$ cat src/rtl/control_fsm.sv
// control_fsm
//   Multi-cycle controller for the op_aut datapath. Every instruction runs
//   FETCH -> EXEC -> COMMIT.
//   - FETCH decodes opcode/funct and latches the control fields.
//   - EXEC drives the ALU and mux selects so the result can settle.
//   - COMMIT pulses the PC load and the register write for one cycle.
//   The controller also provides run/halt control, an illegal-instruction
//   trap and a saturating retired-instruction counter.
//
// Ports
//   clock        : system clock, all state changes on the rising edge
//   reset        : synchronous, active-low reset
//   run          : 1 = execute, 0 = stop at the next instruction boundary
//   opcode       : instruction[31:26] from the datapath
//   funct        : instruction[5:0] from the datapath
//   zero         : ALU zero flag from the datapath
//   load         : PC load enable (COMMIT only)
//   write        : register-file write enable (COMMIT only)
//   rd_mux_s     : 0 = write rt, 1 = write rd
//   op2_mux_s    : 0 = rdata2, 1 = sign-extended immediate
//   branch_mux_s : 0 = PC+4, 1 = PC+4+imm
//   alu_funct    : ALU operation (MIPS funct encoding)
//   busy         : 1 in FETCH/EXEC/COMMIT
//   halted       : sticky, a HALT instruction retired
//   illegal      : sticky, an unsupported instruction was decoded
//   instr_count  : retired instructions, saturating
module control_fsm #(
  parameter int CountWidth = 16
) (
  input  logic                  clock,
  input  logic                  reset,
  input  logic                  run,
  input  logic [5:0]            opcode,
  input  logic [5:0]            funct,
  input  logic                  zero,
  output logic                  load,
  output logic                  write,
  output logic                  rd_mux_s,
  output logic                  op2_mux_s,
  output logic                  branch_mux_s,
  output logic [5:0]            alu_funct,
  output logic                  busy,
  output logic                  halted,
  output logic                  illegal,
  output logic [CountWidth-1:0] instr_count
);

  typedef enum logic [2:0] {
    IDLE   = 3'd0,
    FETCH  = 3'd1,
    EXEC   = 3'd2,
    COMMIT = 3'd3,
    HALT   = 3'd4,
    ERR    = 3'd5
  } state_t;

  state_t state, state_nxt;

  // Combinational decode of the instruction presented during FETCH.
  logic [5:0] fetch_funct;
  logic       fetch_rd, fetch_op2, fetch_wr, fetch_beq, fetch_legal, fetch_halt;

  // Decode registers, latched on the FETCH->EXEC edge.
  logic [5:0] dec_funct;
  logic       dec_rd, dec_op2, dec_wr, dec_beq;

  always_comb begin
    fetch_funct = 6'h00;
    fetch_rd    = 1'b0;
    fetch_op2   = 1'b0;
    fetch_wr    = 1'b0;
    fetch_beq   = 1'b0;
    fetch_legal = 1'b1;
    fetch_halt  = 1'b0;
    case (opcode)
      6'h00: begin
        case (funct)
          6'h20, 6'h22, 6'h24, 6'h25, 6'h2A: begin
            fetch_funct = funct;
            fetch_rd    = 1'b1;
            fetch_wr    = 1'b1;
          end
          default: fetch_legal = 1'b0;
        endcase
      end
      6'h08: begin fetch_funct = 6'h20; fetch_op2 = 1'b1; fetch_wr = 1'b1; end
      6'h0C: begin fetch_funct = 6'h24; fetch_op2 = 1'b1; fetch_wr = 1'b1; end
      6'h0D: begin fetch_funct = 6'h25; fetch_op2 = 1'b1; fetch_wr = 1'b1; end
      6'h04: begin fetch_funct = 6'h22; fetch_beq = 1'b1; end
      6'h3F: begin fetch_legal = 1'b0; fetch_halt = 1'b1; end
      default: fetch_legal = 1'b0;
    endcase
  end

  // State register
  always_ff @(posedge clock) begin
    if (!reset) state <= IDLE;
    else        state <= state_nxt;
  end

  // FETCH -> EXEC boundary: capture the decoded control fields
  always_ff @(posedge clock) begin
    if (!reset) begin
      dec_funct <= 6'h00;
      dec_rd    <= 1'b0;
      dec_op2   <= 1'b0;
      dec_wr    <= 1'b0;
      dec_beq   <= 1'b0;
    end else if (state == FETCH && fetch_legal) begin
      dec_funct <= fetch_funct;
      dec_rd    <= fetch_rd;
      dec_op2   <= fetch_op2;
      dec_wr    <= fetch_wr;
      dec_beq   <= fetch_beq;
    end
  end

  // A HALT retires on its way into HALT, every other instruction in COMMIT.
  always_ff @(posedge clock) begin
    if (!reset) begin
      instr_count <= '0;
    end else if ((state == COMMIT) || (state == FETCH && fetch_halt)) begin
      if (~&instr_count)
        instr_count <= instr_count + {{(CountWidth-1){1'b0}}, 1'b1};
    end
  end

  always_comb begin
    state_nxt    = state;
    load         = 1'b0;
    write        = 1'b0;
    rd_mux_s     = 1'b0;
    op2_mux_s    = 1'b0;
    branch_mux_s = 1'b0;
    alu_funct    = 6'h00;
    busy         = 1'b0;
    halted       = 1'b0;
    illegal      = 1'b0;
    case (state)
      IDLE: begin
        if (run) state_nxt = FETCH;
      end
      FETCH: begin
        busy = 1'b1;
        if (fetch_legal)     state_nxt = EXEC;
        else if (fetch_halt) state_nxt = HALT;
        else                 state_nxt = ERR;
      end
      EXEC: begin
        busy      = 1'b1;
        rd_mux_s  = dec_rd;
        op2_mux_s = dec_op2;
        alu_funct = dec_funct;
        state_nxt = COMMIT;
      end
      COMMIT: begin
        busy         = 1'b1;
        rd_mux_s     = dec_rd;
        op2_mux_s    = dec_op2;
        alu_funct    = dec_funct;
        // Gated by reset so an aborted instruction never updates PC/regfile.
        load         = reset;
        write        = dec_wr & reset;
        branch_mux_s = dec_beq & zero & reset;
        state_nxt    = run ? FETCH : IDLE;
      end
      HALT:    halted  = 1'b1;
      ERR:     illegal = 1'b1;
      default: state_nxt = IDLE;
    endcase
  end

endmodule
$ cat config.mk
export PLATFORM = sky130hd
export DESIGN_NAME = control_fsm
export DESIGN_NICKNAME = d
export VERILOG_FILES = /design/src/rtl/control_fsm.sv
export SDC_FILE = /design/constraint.sdc
export NUM_CORES = 1
export LEC_CHECK = 0
export CORE_MARGIN = 3
export CORE_UTILIZATION = 42
export CTS_CLUSTER_SIZE = 40
export DETAILED_ROUTE_END_ITERATION = 10
export GPL_ROUTABILITY_DRIVEN = 0
export PLACE_DENSITY = 0.87
export SLEW_MARGIN = 20
export SYNTH_ARGS = -nofsm -noshare
export SYNTH_HDL_FRONTEND = slang
export SYNTH_SLANG_ARGS = --single-unit
$ cat constraint.sdc
create_clock -name clock -period 1.9 [get_ports clock]
set_input_delay 0.38 -clock clock [delete_from_list [all_inputs] [get_ports clock]]
set_output_delay 0.38 -clock clock [all_outputs]
set_load 0.01 [all_outputs]
==> parameters.txt, run 1 <==
Parameter                              Value

Setup path
  Nature of the critical path startpoint    primary input
  Slowest CP cell    clkdlybuf4s50_1
  Cells along the critical path    clkdlybuf4s50_1 -> mux2i_2 -> a311oi_2 -> or3_4 -> a22oi_2 -> nor2_1
  Crit path largest cell delay    0.50 ns
  Endpoint kind of the worst setup timing path    register
  Crit path kind    primary input to register
  Cell family with the largest share of critical-path delay    simple AND/OR/NAND/NOR gates
  Crit Path Max Fanout    6
  Endpoint required time on the critical path    2.14 ns
  Reg2Reg Depth    6
  Critical path buffers and inverters    1
  Critical path depth in cells    6
  Data arrival time of the critical path    2.13 ns

CTS
  TritonCTS clock tree    built
  Clock tree buffer depth    2
  Clock-pin transition on the worst setup and hold timing paths    0.10 ns
  Clock root cell    clkbuf_4
  Number of buffers created by CTS    5
  Clk_lat worst skew    0.34 ns
  Number of clock sinks seen by CTS    29
  Clock H-tree levels    2

Power
  Switching power    0.0003002 W
  Fraction of power consumed by sequential logic    0.518
  Cell-internal power    0.0009020 W
  Net switching fraction of the power    0.2497
  Clock network fraction of design power    0.365
  Portion of total power attributed to combinational logic    0.117
  Power per cell area    501.5 mW/mm^2
  Maximum vdd drop    0.0003203 V
  Leakage power total    1.006 nW

Global routing
  Most heavily used metal layer in global routing    met2
  Global-route track usage on met3    0.04762
  GR met1 Demand/Resource    0.2539
  Vias in the first global route    1,619
  Global routing usage on met2    0.3271
  Global-route wire length before repair    6920 microns
  GRT overflow    0
  GRT Resource Usage Total    0.2042
  Initial antenna violation count    0
  Pin count of the biggest net entering global routing    17

Floorplan
  Horizontal die dimension    66.31 microns
  Die Y-Extent    66.31 microns
  FP Rows    21
  Effective utilization at floorplan    0.4473
  CORE AREA    0.003416 sq mm
  Die footprint    0.004397 sq mm
  Number of primary I/O pins    46

Job
  Maximum Capacitance Violations    0

Hold path
  Hold WC Path Type    register to register
  Number of stages on the worst hold path    1

Cells and area
  Proportion of layout cells with a drive suffix above 1    0.2687
  Signed area change from the synthesized netlist to the final layout    56.92%
  Final core area utilization    0.7018
  Net count, final    284
  Commonest non-fill, non-tap cell in the layout    buf_4
  Commonest cells after routing, fill and taps aside    buf_4, clkdlybuf4s50_1, dfxtp_1, nand2_1
  Number of antenna cells inserted    0

Drt
  DRC violation total after the first TritonRoute iteration    139
  Number of design rule violations left after detail routing    0
  Wirelength per Cell    13.83 microns
  Number of vias after detailed routing    1,705
  Antenna viol nets, final    0
  Routed wire length    4344 microns
  First drt pass iteration count    4
  Average via count per standard cell    5.430

Timing
  Final Slew Violations    0
  Setup Viol. Count Final    0
  Worst-Margin Slew    0.4634 ns
  Final period util    0.9975
  Worst slew margin relative to its limit    0.6883
  Max Fclk    527.6 MHz
  Post-Route Skew    0.01057 ns
  Minimum clock period after layout    1.895 ns
  Hold violation total from the final report    0
  Worst slack on hold paths    0.4570 ns

Place
  Half-perimeter wire length after detailed placement    3001 microns
  Buffers on Ports    45

Yosys
  Register area share after synthesis    0.3800
  Syn_nets    205
  Netlist area before placement    0.001528 sq mm
  Synthesized area per cell    8.126 sq um
  Post-Syn Instances    188
  Netlist cell types    42
  Number of synthesized register bits    29
  Synth Warn #    0
  Most used flip-flop cell after synthesis    dfxtp_1
  Number of synthesized flops with an enable pin    0
  Fraction of registers with async set or reset after synthesis    0

Status
  Run status    complete, no violations
## flip-flops by register name, summed over array words and instances, names as in the netlist
signal and flops:
instr_count 16, dec_funct 6, state 3, dec_beq 1, dec_op2 1, dec_rd 1, dec_wr 1
## metal layers
metal  vias to the layer above  part of all wire
li1                        862                 -
met1                       778              0.45
met2                        58              0.47
met3                         7             0.068
met4                         0             0.015
met5                         -                 0
## cell usage after synthesis (2+ instances only)
cell       n  area share
nor4_1     2      0.0082
nand2b_1   3       0.012
o31ai_1    4       0.020
o211ai_1   2      0.0098
and3_1     6       0.025
and2_1    10       0.041
nand2_1   17       0.042
o21a_1     2      0.0098
o41ai_1    3       0.017
or2_2      2      0.0082
nor2b_1    2      0.0082
nand3_1   10       0.033
inv_1      8       0.020
or4_1      6       0.029
a22oi_1    4       0.020
xor2_1     2       0.011
clkbuf_1   3      0.0074
or3_1      3       0.012
a21oi_1   11       0.036
nor2_1    13       0.032
a32oi_1    2       0.011
o21ai_0    9       0.029
dfxtp_1   29        0.38
nor3_1     4       0.013
o311ai_0   2       0.011
or3_4      3       0.022
nand4_1    4       0.016
mux2i_1    3       0.020
a31oi_1    2      0.0082
buf_2      5       0.016
## final timing paths
| kind | startpoint | to | slack [ns] |
|---|---|---|---|
| worst max-delay path | funct[2] | dec_op2 | 0.005 |
| worst min-delay path | state[1] | state[2] | 0.46 |
| worst max register to register | instr_count[6] | instr_count[15] | 0.13 |
| worst min register to register | state[1] | state[2] | 0.46 |
## kinds of logic (layout without fill, tap and decap cells)
family / after synthesis / in the layout / share of synthesized area
muxes: 3 / 3 / 0.01966
adders and majority gates: 1 / 1 / 0.008189
xor gates and xnor gates: 2 / 2 / 0.01147
buffers and inverters: 17 / 96 / 0.05078
and+or+nand+nor: 90 / 91 / 0.3284
AOI/OAI and AO/OA: 46 / 46 / 0.2015
DFF: 29 / 29 / 0.3800
## cell type report
| cell class | count | area (sq um) |
|---|---|---|
| clock buffers | 7 | 65.06 |
| clock inverters | 1 | 5.005 |
| fillers | 260 | 1018 |
| inverters | 8 | 30.03 |
| multi-input cells | 143 | 954.7 |
| flip-flops and latches | 29 | 588.1 |
| well taps | 46 | 57.56 |
| repair buffers | 80 | 696.9 |
## through the flow
step | total power [W] | TNS [ns] | area [sq um] | setup WS (ns) | instances
3_5_place_dp | 0.0007650 | -9.977 | 2236 | -0.4746 | 303
5_1_grt | 0.001241 | -0.1273 | 2397 | -0.04520 | 314
3_3_place_gp | 0.0007629 | -9.251 | 2236 | -0.4258 | 303
4_1_cts | 0.001194 | 0 | 2340 | 0.004324 | 313
2_1_floorplan | 0.0006889 | 0 | 1528 | 0.02917 | 188
6_report | 0.001202 | 0 | 2397 | 0.004750 | 314
## worst reg2reg max path: stages, from the launching register on
cell,delay (ns)
dfxtp_2,0.36
nand4_1,0.15
buf_4,0.19
nor3_1,0.18
nand2_1,0.14
or4_4,0.54
a21oi_2,0.14
## power groups by stage
| stage | Combinational, W | Clock [W] | Sequential, W |
|---|---|---|---|
| finish | 0.000140 | 0.000439 | 0.000623 |
| detailed placement | 0.000129 | 0 | 0.000636 |
| global route | 0.000152 | 0.000466 | 0.000624 |
| global placement | 0.000127 | 0 | 0.000636 |
| floorplan | 0.0000584 | 0 | 0.000630 |
| CTS | 0.000130 | 0.000440 | 0.000623 |
## what timing repair did
| action | in CTS | in global routing |
|---|---|---|
| hold buffers | 0 | 0 |
| setup endpoints to repair | 27 | 14 |
| endpoints found under the hold margin | 0 | 0 |
| buffers inserted | 1 | 1 |
| pin swaps | 4 | 2 |
| resized for setup | 27 | 17 |
| gates cloned | 1 | 0 |
Power figures use the tool's default switching activity.
==> run 2: changes to the inputs <==
--- a/config.mk
+++ b/config.mk
@@ -5,12 +5,13 @@
 export SDC_FILE = /design/constraint.sdc
 export NUM_CORES = 1
 export LEC_CHECK = 0
-export CORE_MARGIN = 3
-export CORE_UTILIZATION = 42
+export ABC_AREA = 1
+export CORE_MARGIN = 1
+export CORE_UTILIZATION = 43
 export CTS_CLUSTER_SIZE = 40
 export DETAILED_ROUTE_END_ITERATION = 10
 export GPL_ROUTABILITY_DRIVEN = 0
-export PLACE_DENSITY = 0.87
+export PLACE_DENSITY = 0.86
 export SLEW_MARGIN = 20
 export SYNTH_ARGS = -nofsm -noshare
 export SYNTH_HDL_FRONTEND = slang
==> parameters.txt, run 2 <==
Parameter                              Value

Cells and area
  Registers with the highest flip-flop counts    instr_count x16, dec_funct x6, state x3
  Commonest cells after routing, fill and taps aside    nand2_1, nor2_1, clkdlybuf4s50_1, inv_1, a21oi_1
  Proportion of layout cells with a drive suffix above 1    0.1125
  Top reg by flops    instr_count
  Commonest non-fill, non-tap cell in the layout    nand2_1
  Number of antenna cells inserted    0
  Flip-flop count of the largest register after layout    16
  Signed area change from the synthesized netlist to the final layout    38.81%
  Net count, final    345

Yosys
  Top-count cell post-synth    nand2_1
  Netlist area before placement    0.001705 sq mm
  Fraction of registers with async set or reset after synthesis    0
  Number of synthesized flops with an enable pin    0
  Leading area contributor after synthesis    dfxtp_1
  Synthesized area per cell    6.387 sq um
  Share of Yosys cell area claimed by the top area cell type    0.3404
  Register area share after synthesis    0.3404
  Number of synthesized register bits    29
  Cell types with the largest area share after synthesis    dfxtp_1, nand2_1, a21oi_1
  Netlist cell types    26
  Post-Syn Instances    267
  Most used flip-flop cell after synthesis    dfxtp_1
  Synth Warn #    0
  Commonest cells in the synthesized netlist    nand2_1, nor2_1, a21oi_1, inv_1, dfxtp_1
  Syn_nets    284

Floorplan
  Die Y-Extent    64.98 microns
  Effective utilization at floorplan    0.4555
  CORE AREA    0.003744 sq mm
  Number of primary I/O pins    46
  Die footprint    0.004222 sq mm
  Horizontal die dimension    64.98 microns
  FP Rows    22

Place
  Buffers on Ports    45
  Half-perimeter wire length after detailed placement    3036 microns

Timing
  Max Fclk    547.1 MHz
  Setup Viol. Count Final    0
  Final Slew Violations    0
  Minimum clock period after layout    1.828 ns
  Worst slack on hold paths    0.4376 ns
  Worst slew margin relative to its limit    0.7277
  Hold violation total from the final report    0
  Worst-Margin Slew    0.4076 ns
  Post-Route Skew    0.002613 ns
  Final period util    0.9620

Setup path
  Reg2Reg Depth    8
  Nature of the critical path startpoint    register
  Crit path kind    register to primary output
  Data arrival time of the critical path    1.45 ns
  Slowest CP cell    clkdlybuf4s50_1
  Crit path largest cell delay    0.55 ns
  Crit Path Max Fanout    5
  Endpoint kind of the worst setup timing path    primary output
  Endpoint required time on the critical path    1.52 ns
  Cells along the critical path    inv_2 -> a21oi_1 -> clkdlybuf4s50_1
  Register-to-register setup slack    0.25 ns

Global routing
  Initial antenna violation count    0
  Vias in the first global route    1,596
  GRT overflow    0
  Pin count of the biggest net entering global routing    28
  Global-route wire length before repair    6768 microns
  GRT Resource Usage Total    0.2068

Hold path
  Hold WC Path Type    register to register
  Number of stages on the worst hold path    2

CTS
  Clock tree buffer depth    2
  Post CTS Setup Buffer Count    0
  Clock root cell    clkbuf_8
  Number of buffers created by CTS    5
  Clock H-tree levels    2
  Number of clock sinks seen by CTS    29
  Clk_lat worst skew    0.28 ns
  Total of hold buffers inserted after clock tree synthesis    0
  Clock-pin transition on the worst setup and hold timing paths    0.06 ns
  TritonCTS clock tree    built

Power
  Final Total Pwr    0.001264 W
  Maximum vdd drop    0.0004771 V
  Leakage power total    0.9256 nW
  Power per cell area    533.8 mW/mm^2

Drt
  Wirelength per Cell    10.73 microns
  First drt pass iteration count    4
  DRC violation total after the first TritonRoute iteration    91
  Number of design rule violations left after detail routing    0
  Routed wire length    4046 microns
  Antenna viol nets, final    0
  Number of vias after detailed routing    1,841
  Average via count per standard cell    4.883

Status
  Run status    complete, no violations

Job
  Maximum Capacitance Violations    0
[run 2: cell count changes in the layout (fill, tap and decap cells not counted), moves of 5 or more]
cell             previous run  this run
xor2_1                      2        10
nand2_1                    16        72
nand3_1                     8        18
dlygate4sd2_1              13         7
and2_1                     10         0
or3_4                       5         0
nor3_1                      4         9
buf_4                      35        14
a21oi_1                    10        30
clkbuf_4                    5         0
clkdlybuf4s50_1            28        33
nor2_1                     13        33
inv_1                       7        30
[run 2: what timing repair did]
item / 4_1_cts / 5_1_grt
gates resized for setup: 11 / 10
endpoints found under the setup margin: 11 / 5
gates cloned: 0 / 0
[run 2: cell families after synthesis]
kind of cell               count (synthesis)  synth area share
and+or+nand+nor                          149            0.3815
AOI/OAI and AO/OA                         39            0.1218
buffers and inverters                     38           0.09244
DFF                                       29            0.3404
xor gates and xnor gates                  11           0.05649
adders and majority gates                  1          0.007336
[run 2: final timing paths]
path,from,end
setup / recovery,state[0],busy
hold / removal,dec_funct[4],dec_funct[4]
setup reg to reg,instr_count[0],instr_count[3]
hold reg to reg,dec_funct[4],dec_funct[4]
[run 2: routing by layer]
metal | part of all wire | global-route usage | routed length (microns)
met1 | 0.47 | 0.2481 | 1886
met5 | 0 | 0 | 0
met4 | 0.020 | 0.09722 | 82
met2 | 0.46 | 0.3464 | 1853
met3 | 0.055 | 0.04577 | 224
[run 2: layout make-up]
class / instances / area (sq um)
clock inverter: 2 / 10.01
inverter: 33 / 123.9
tap: 48 / 60.06
sequential: 29 / 581.8
clock buffer: 6 / 72.57
fill: 348 / 1376
multi-input combinational: 200 / 974.7
timing repair buffer: 59 / 544.3
[run 2: worst max-delay path: cells and delay by family, from the launching register on]
kind                   cells  cell delay [ns]
buffers and inverters      2             0.63
AOI/OAI and AO/OA          1             0.13
DFF                        1             0.41
[run 2: metrics by stage]
stage          area (sq um)  setup WS [ns]  setup TNS, ns  instances  utilization
4_1_cts                2356        0.01356              0        377       0.6293
6_report               2367        0.07220              0        377       0.6324
2_1_floorplan          1705         0.2559              0        267            -
5_1_grt                2367       -0.01929       -0.05647        377       0.6324
3_3_place_gp           2287        -0.2414        -0.8022        369       0.6110
3_5_place_dp           2287        -0.2636         -1.235        369       0.6110
[run 2: where the power goes]
part           switching, W  internal (W)
clock network      0.000226      0.000253
registers         0.0000109      0.000618
logic             0.0000839     0.0000724
total              0.000320      0.000943
